## src/rtl/ttl_74191_tc.sv

```systemverilog
// rtl/ttl_74191_tc.sv - terminal-count detect for the 74191-style up/down counter
module ttl_74191_tc #(
    parameter int WIDTH = 4
) (
    input  logic [WIDTH-1:0] q_i,
    input  logic             down_up_i,
    output logic             max_min_o
);

    // Terminal value is zero when counting down, all-ones when counting up.
    assign max_min_o = down_up_i ? (q_i == '0) : (q_i == '1);

endmodule

```

## src/rtl/ttl_74191_sync.sv

```systemverilog
// rtl/ttl_74191_sync.sv - synchronous presettable cascadable up/down counter
module ttl_74191_sync #(
    parameter int WIDTH       = 4,
    parameter bit AUTO_RELOAD = 1'b0,
    parameter int DELAY_RISE  = 0,
    parameter int DELAY_FALL  = 0
) (
    input  logic             Clk,
    input  logic             Clear,
    input  logic             Load_bar,
    input  logic             Enable_bar,
    input  logic             Down_Up,
    input  logic [WIDTH-1:0] D,
    output logic [WIDTH-1:0] Q,
    output logic             Max_Min,
    output logic             RCO_bar
);

    localparam logic [WIDTH-1:0] ONE = {{(WIDTH-1){1'b0}}, 1'b1};

    logic [WIDTH-1:0] q_q;
    logic [WIDTH-1:0] q_d;
    logic             tc;

    ttl_74191_tc #(
        .WIDTH(WIDTH)
    ) u_tc (
        .q_i      (q_q),
        .down_up_i(Down_Up),
        .max_min_o(tc)
    );

    always_comb begin
        q_d = q_q;
        if (!Load_bar) begin
            q_d = D;
        end else if (!Enable_bar) begin
            // In reload mode the terminal count reloads D instead of wrapping.
            if (AUTO_RELOAD && tc) begin
                q_d = D;
            end else if (Down_Up) begin
                q_d = q_q - ONE;
            end else begin
                q_d = q_q + ONE;
            end
        end
    end

    always_ff @(posedge Clk) begin
        if (Clear) begin
            q_q <= '0;
        end else begin
            q_q <= q_d;
        end
    end

    // Output delays only shape the behavioural model; hardware is direct wiring either way.
    if (DELAY_RISE == 0 && DELAY_FALL == 0) begin : g_out_nodelay
        assign Q       = q_q;
        assign Max_Min = tc;
        assign RCO_bar = ~(~Enable_bar & tc);
    end else begin : g_out_delay_ignored
        assign Q       = q_q;
        assign Max_Min = tc;
        assign RCO_bar = ~(~Enable_bar & tc);
    end

endmodule
```

## config.mk

```make
export PLATFORM = sky130hd
export DESIGN_NAME = ttl_74191_sync
export DESIGN_NICKNAME = d
export VERILOG_FILES = /design/src/rtl/ttl_74191_tc.sv /design/src/rtl/ttl_74191_sync.sv
export SDC_FILE = /design/constraint.sdc
export NUM_CORES = 1
export LEC_CHECK = 0
export BUFFER_PORTS_ARGS = -buffer_cell sky130_fd_sc_hd__clkbuf_2
export CAP_MARGIN = 20
export CORE_AREA = 2 2 39 41
export DETAILED_ROUTE_END_ITERATION = 7
export DIE_AREA = 0 0 41 43
export PLACE_DENSITY = 0.55
export SLEW_MARGIN = 20
export SYNTH_ARGS = -nofsm -noshare
export SYNTH_HDL_FRONTEND = slang
export SYNTH_SLANG_ARGS = --single-unit
```

## constraint.sdc

```tcl
create_clock -name Clk -period 2.9 [get_ports Clk]
set_input_delay 0.435 -clock Clk [delete_from_list [all_inputs] [get_ports Clk]]
set_output_delay 0.435 -clock Clk [all_outputs]
set_load 0.01 [all_outputs]
```

Yosys cells after proc, flatten, opt, wreduce, memory -nomap -nowiden
Index checks and enable logic that the tools add are counted.

storage, ports and cells
  register bits after elaboration = 4
  output and inout port bits = 6
  word-level logic and storage cells = 13

operators by class
  $add $sub $neg = 2
  eq/ne operators = 2
  mux-type cells = 4
  bitwise operators = 3
  reduce and logical (&&, ||, !) cells = 1

operator list
  kind                                                                count
  4-bit two-way mux                                                   3
  4-bit by 1-bit adder with 4-bit output, second input constant       1
  4-bit == test, second input constant                                1
  4-bit zero test                                                     1
  4-bit by 1-bit subtractor with 4-bit output, second input constant  1
  2-bit inequality test, second input constant                        1
  1-bit NOT                                                           2
  1-bit AND                                                           1
  1-bit two-way mux                                                   1

Depth between registers and ports, before layout
  word-level depth = 4
  gate-level depth with buffers = 5

Cells and area by module
A second synthesis with hierarchy kept.

unflattened totals
  cells, all modules = 38
  area, all modules = 341.6 µm²

modules (own cells, without submodules)
  module          instances  cells each  area an instance (µm²)
  ttl_74191_sync  1          35          317.8
  ttl_74191_tc    1          3           23.8

Least setup slack after synthesis
No wires, ideal clock.

  kind = reg2out
  start = register q_q[1], in the netlist Q[1]
  end = output RCO_bar
  arrival time = 1,261 ps
  required time = 2,465 ps
  slack = 1,204 ps
  stages on the path, launching flop included = 4
  path buffers = 0
  path through = dfxtp_1 -> or4_1 -> mux2i_2 -> nand2b_1

between the ends
  longest elaborated chain between the ends = 4

ends and longest elaborated chain
  item                                                     RTL line              source
  start, declared                                          ttl_74191_sync.sv:21  logic [WIDTH-1:0] q_q;
  start signal, assigned                                   ttl_74191_sync.sv:53  q_q <= q_d;
  4-bit == test / 4-bit zero test (equally long branches)  ttl_74191_tc.sv:11    assign max_min_o = down_up_i ? (q_i == '0) : (q_i == '1);
  1-bit two-way mux (*)                                    ttl_74191_tc.sv:11
  named net Max_Min                                        ttl_74191_sync.sv:15  output logic Max_Min,
  1-bit AND (*)                                            ttl_74191_sync.sv:61  assign RCO_bar = ~(~Enable_bar & tc);
  1-bit NOT (*)                                            ttl_74191_sync.sv:61
  end, declared                                            ttl_74191_sync.sv:16  output logic RCO_bar

Mark *: on every way through the listed nets, which the timed path passes. The rest lies on a longest branch.

Worst setup path after layout
  start = register q_q[1], in the netlist Q[1]
  end = output RCO_bar

between the ends
  longest elaborated chain between the ends = 4

ends and longest elaborated chain
  item                                                     RTL line
  4-bit == test / 4-bit zero test (equally long branches)  ttl_74191_tc.sv:11
  1-bit two-way mux (*)                                    ttl_74191_tc.sv:11
  1-bit AND (*)                                            ttl_74191_sync.sv:61
  1-bit NOT (*)                                            ttl_74191_sync.sv:61

Mark *: on every way between the ends. The rest lies on a longest branch, timed or not.

==> flow_summary.toml <==
[floorplanning]
ios = 15
initial_core_util_pct = 23.6
die_height_um = 43
die_w_um = 41
core_area_um2 = 1380
rows = 14
dieArea_um2 = 1760

[timing]
setup_viol = 0
slew_violations = 0
worstMarginPinSlew_ps = 374
relSlewSlack_pct = 74.4
finalCriticalPeriod_ps = 1920
period_share_pct = 66.2
skew_ps = 1.19
worst_slack_ps = 980
holdWs_ps = 447
finalSetupTns_ps = 0
fmax_mhz = 521
rsz0062_at_grt = "no"
hold_violations = 0

[yosys]
yosysSeqAreaShare_pct = 24.5
syn_nets = 50
yosys_warnings = 0
syn_area_um2 = 327
syn_area_per_cell_um2 = 8.59
synth_area_leaders = "dfxtp_1 25%, ha_1 7.7%, fa_1 6.1%"
synth_common_cells = "4 x dfxtp_1, 4 x nor2_1, 3 x inv_1, 3 x nand2b_1"
yosysTopAreaCell = "dfxtp_1"
yosysTopAreaCellShare_pct = 24.5
synth-seq-cells = 4
ys_dominant_reg_cell = "dfxtp_1"
postSynth.asyncResetShare_pct = 0
netlist_instances = 38
synth_cell_type_count = 22
synth_edf_count = 0

[clock_network]
clockBufferDepth = 2
cts_root_buf = "clkbuf_4"
cts_num_sinks = 4
path_clk_slew_ps = 30
cts_hold_buffers = 0
worstSkewPairLatency_ps = 230
cts_made_buffers = 3
post_cts_buffers = 0
cts.htree.levels = 1
cts_resized = 0
cts_tree = "built"

[global_route]
grt_pass1_wl_mm = 1.10
antenna_found_initial = 0
grt_usage_pct = 9.35
overflow = 0
grt_pass1_vias = 281
grt_max_degree = 9

[critical_path]
crit_arrival_ps = 1480
cp_max_fo = 6
crit_type = "reg -> out"
end_kind = "output pin"
required_ps = 2470
critPathLaunchType = "flop"
r2r-start = "Q[0]$_SDFFE_PP0P_"
crit_path_start = "Q[1]$_SDFFE_PP0P_"

[worst_hold_path]
hold_start = "D[1]"
min_path_type = "in -> reg"

[routing]
num_vias = 322
ant_nets = 0
dr.pass1.iters = 2
wl_per_cell_um = 9.87
drc = 0
wl_um = 681
first_iter_violations = 3
viasPerCell = 4.67

[placed_design]
dp_hpwl_um = 552
place_congestion = 0.646
post-place-ws_ps = 1200
place.port_buffers = 14
dp_cells = 66

[finish]
diodes = 0
syn2layout_area_growth_pct = 31.4
final_cell_count_no_fill = 69
finalNetCount = 67
largest_reg_flops = 4
drive_gt1_share_pct = 35.8

[status]
status = "completed"

[pwr]
totalPowerFinal_mw = 0.188
max-vdd-ir-drop_mv = 0.134
p_leak_nw = 0.197
powerDensity_nw_per_um2 = 438

[job]
drv_cap = 0
## metal layers
layer | GRT usage, % | vias up | wire [um]
met5 | 0 | - | 0
met4 | 6.00 | 0 | 0
met3 | 3.14 | 0 | 51
met2 | 12.5 | 9 | 307
met1 | 12.3 | 148 | 322
li1 | - | 165 | -
## cells by family after synthesis
kind of cell,synth area share (%)
AOI/OAI and AO/OA,14.9
xor gates and xnor gates,8.05
adders and majority gates,13.8
buffers and inverters,6.51
DFF,24.5
muxes,10.3
and+or+nand+nor,21.8
## worst paths after layout
check                           end  slack [ps]  cells after the start
setup reg to reg  Q[2]$_SDFFE_PP0P_        1380                      5
setup / recovery            RCO_bar         980                      4
hold / removal    Q[1]$_SDFFE_PP0P_         450                      3
hold reg to reg   Q[2]$_SDFFE_PP0P_         630                      2
## where the power goes
part	internal, mW	leakage (nW)	switching, mW	total [mW]
clock	0.0461	0.0138	0.0196	0.0657
sequential	0.0606	0.0333	0.00714	0.0677
combinational	0.0273	0.150	0.0273	0.0546
total	0.134	0.197	0.0540	0.188
## layout make-up
type,instances,area [um2]
inverter,3,11.3
sequential,4,80.1
multi-input combinational,29,225
tap,16,20.0
clock buffer,3,22.5
fill,159,955
timing repair buffer,14,70.1
## worst max-delay path: stages (launching register included)
cell,delay (ps)
dfxtp_1,340
or4_1,540
mux2i_2,180
nand2b_1,70
clkbuf_2,120
## stage by stage
step                      util, %  area, um2
after floorplan                 -        327
after global placement       29.4        407
after detailed placement     29.4        407
after CTS                    31.0        429
after global routing         31.0        429
final                        31.0        429
## placed cells by master (no fill, tap or decap), drive strengths merged
cell | Yosys | routed
a2111oi | 1 | 1
a211oi | 2 | 2
a21oi | 2 | 2
a311o | 1 | 1
and2 | 1 | 1
clkbuf | 0 | 17
dfxtp | 4 | 4
fa | 1 | 1
ha | 2 | 2
inv | 3 | 3
mux2i | 3 | 3
nand2 | 1 | 1
nand2b | 3 | 3
nand3 | 1 | 1
nand4 | 1 | 1
nor2 | 4 | 4
nor3b | 1 | 1
o21ai | 1 | 1
or4 | 1 | 1
xnor2 | 2 | 2
xor2 | 1 | 1
No activity file was read; power rests on OpenSTA's default activity.
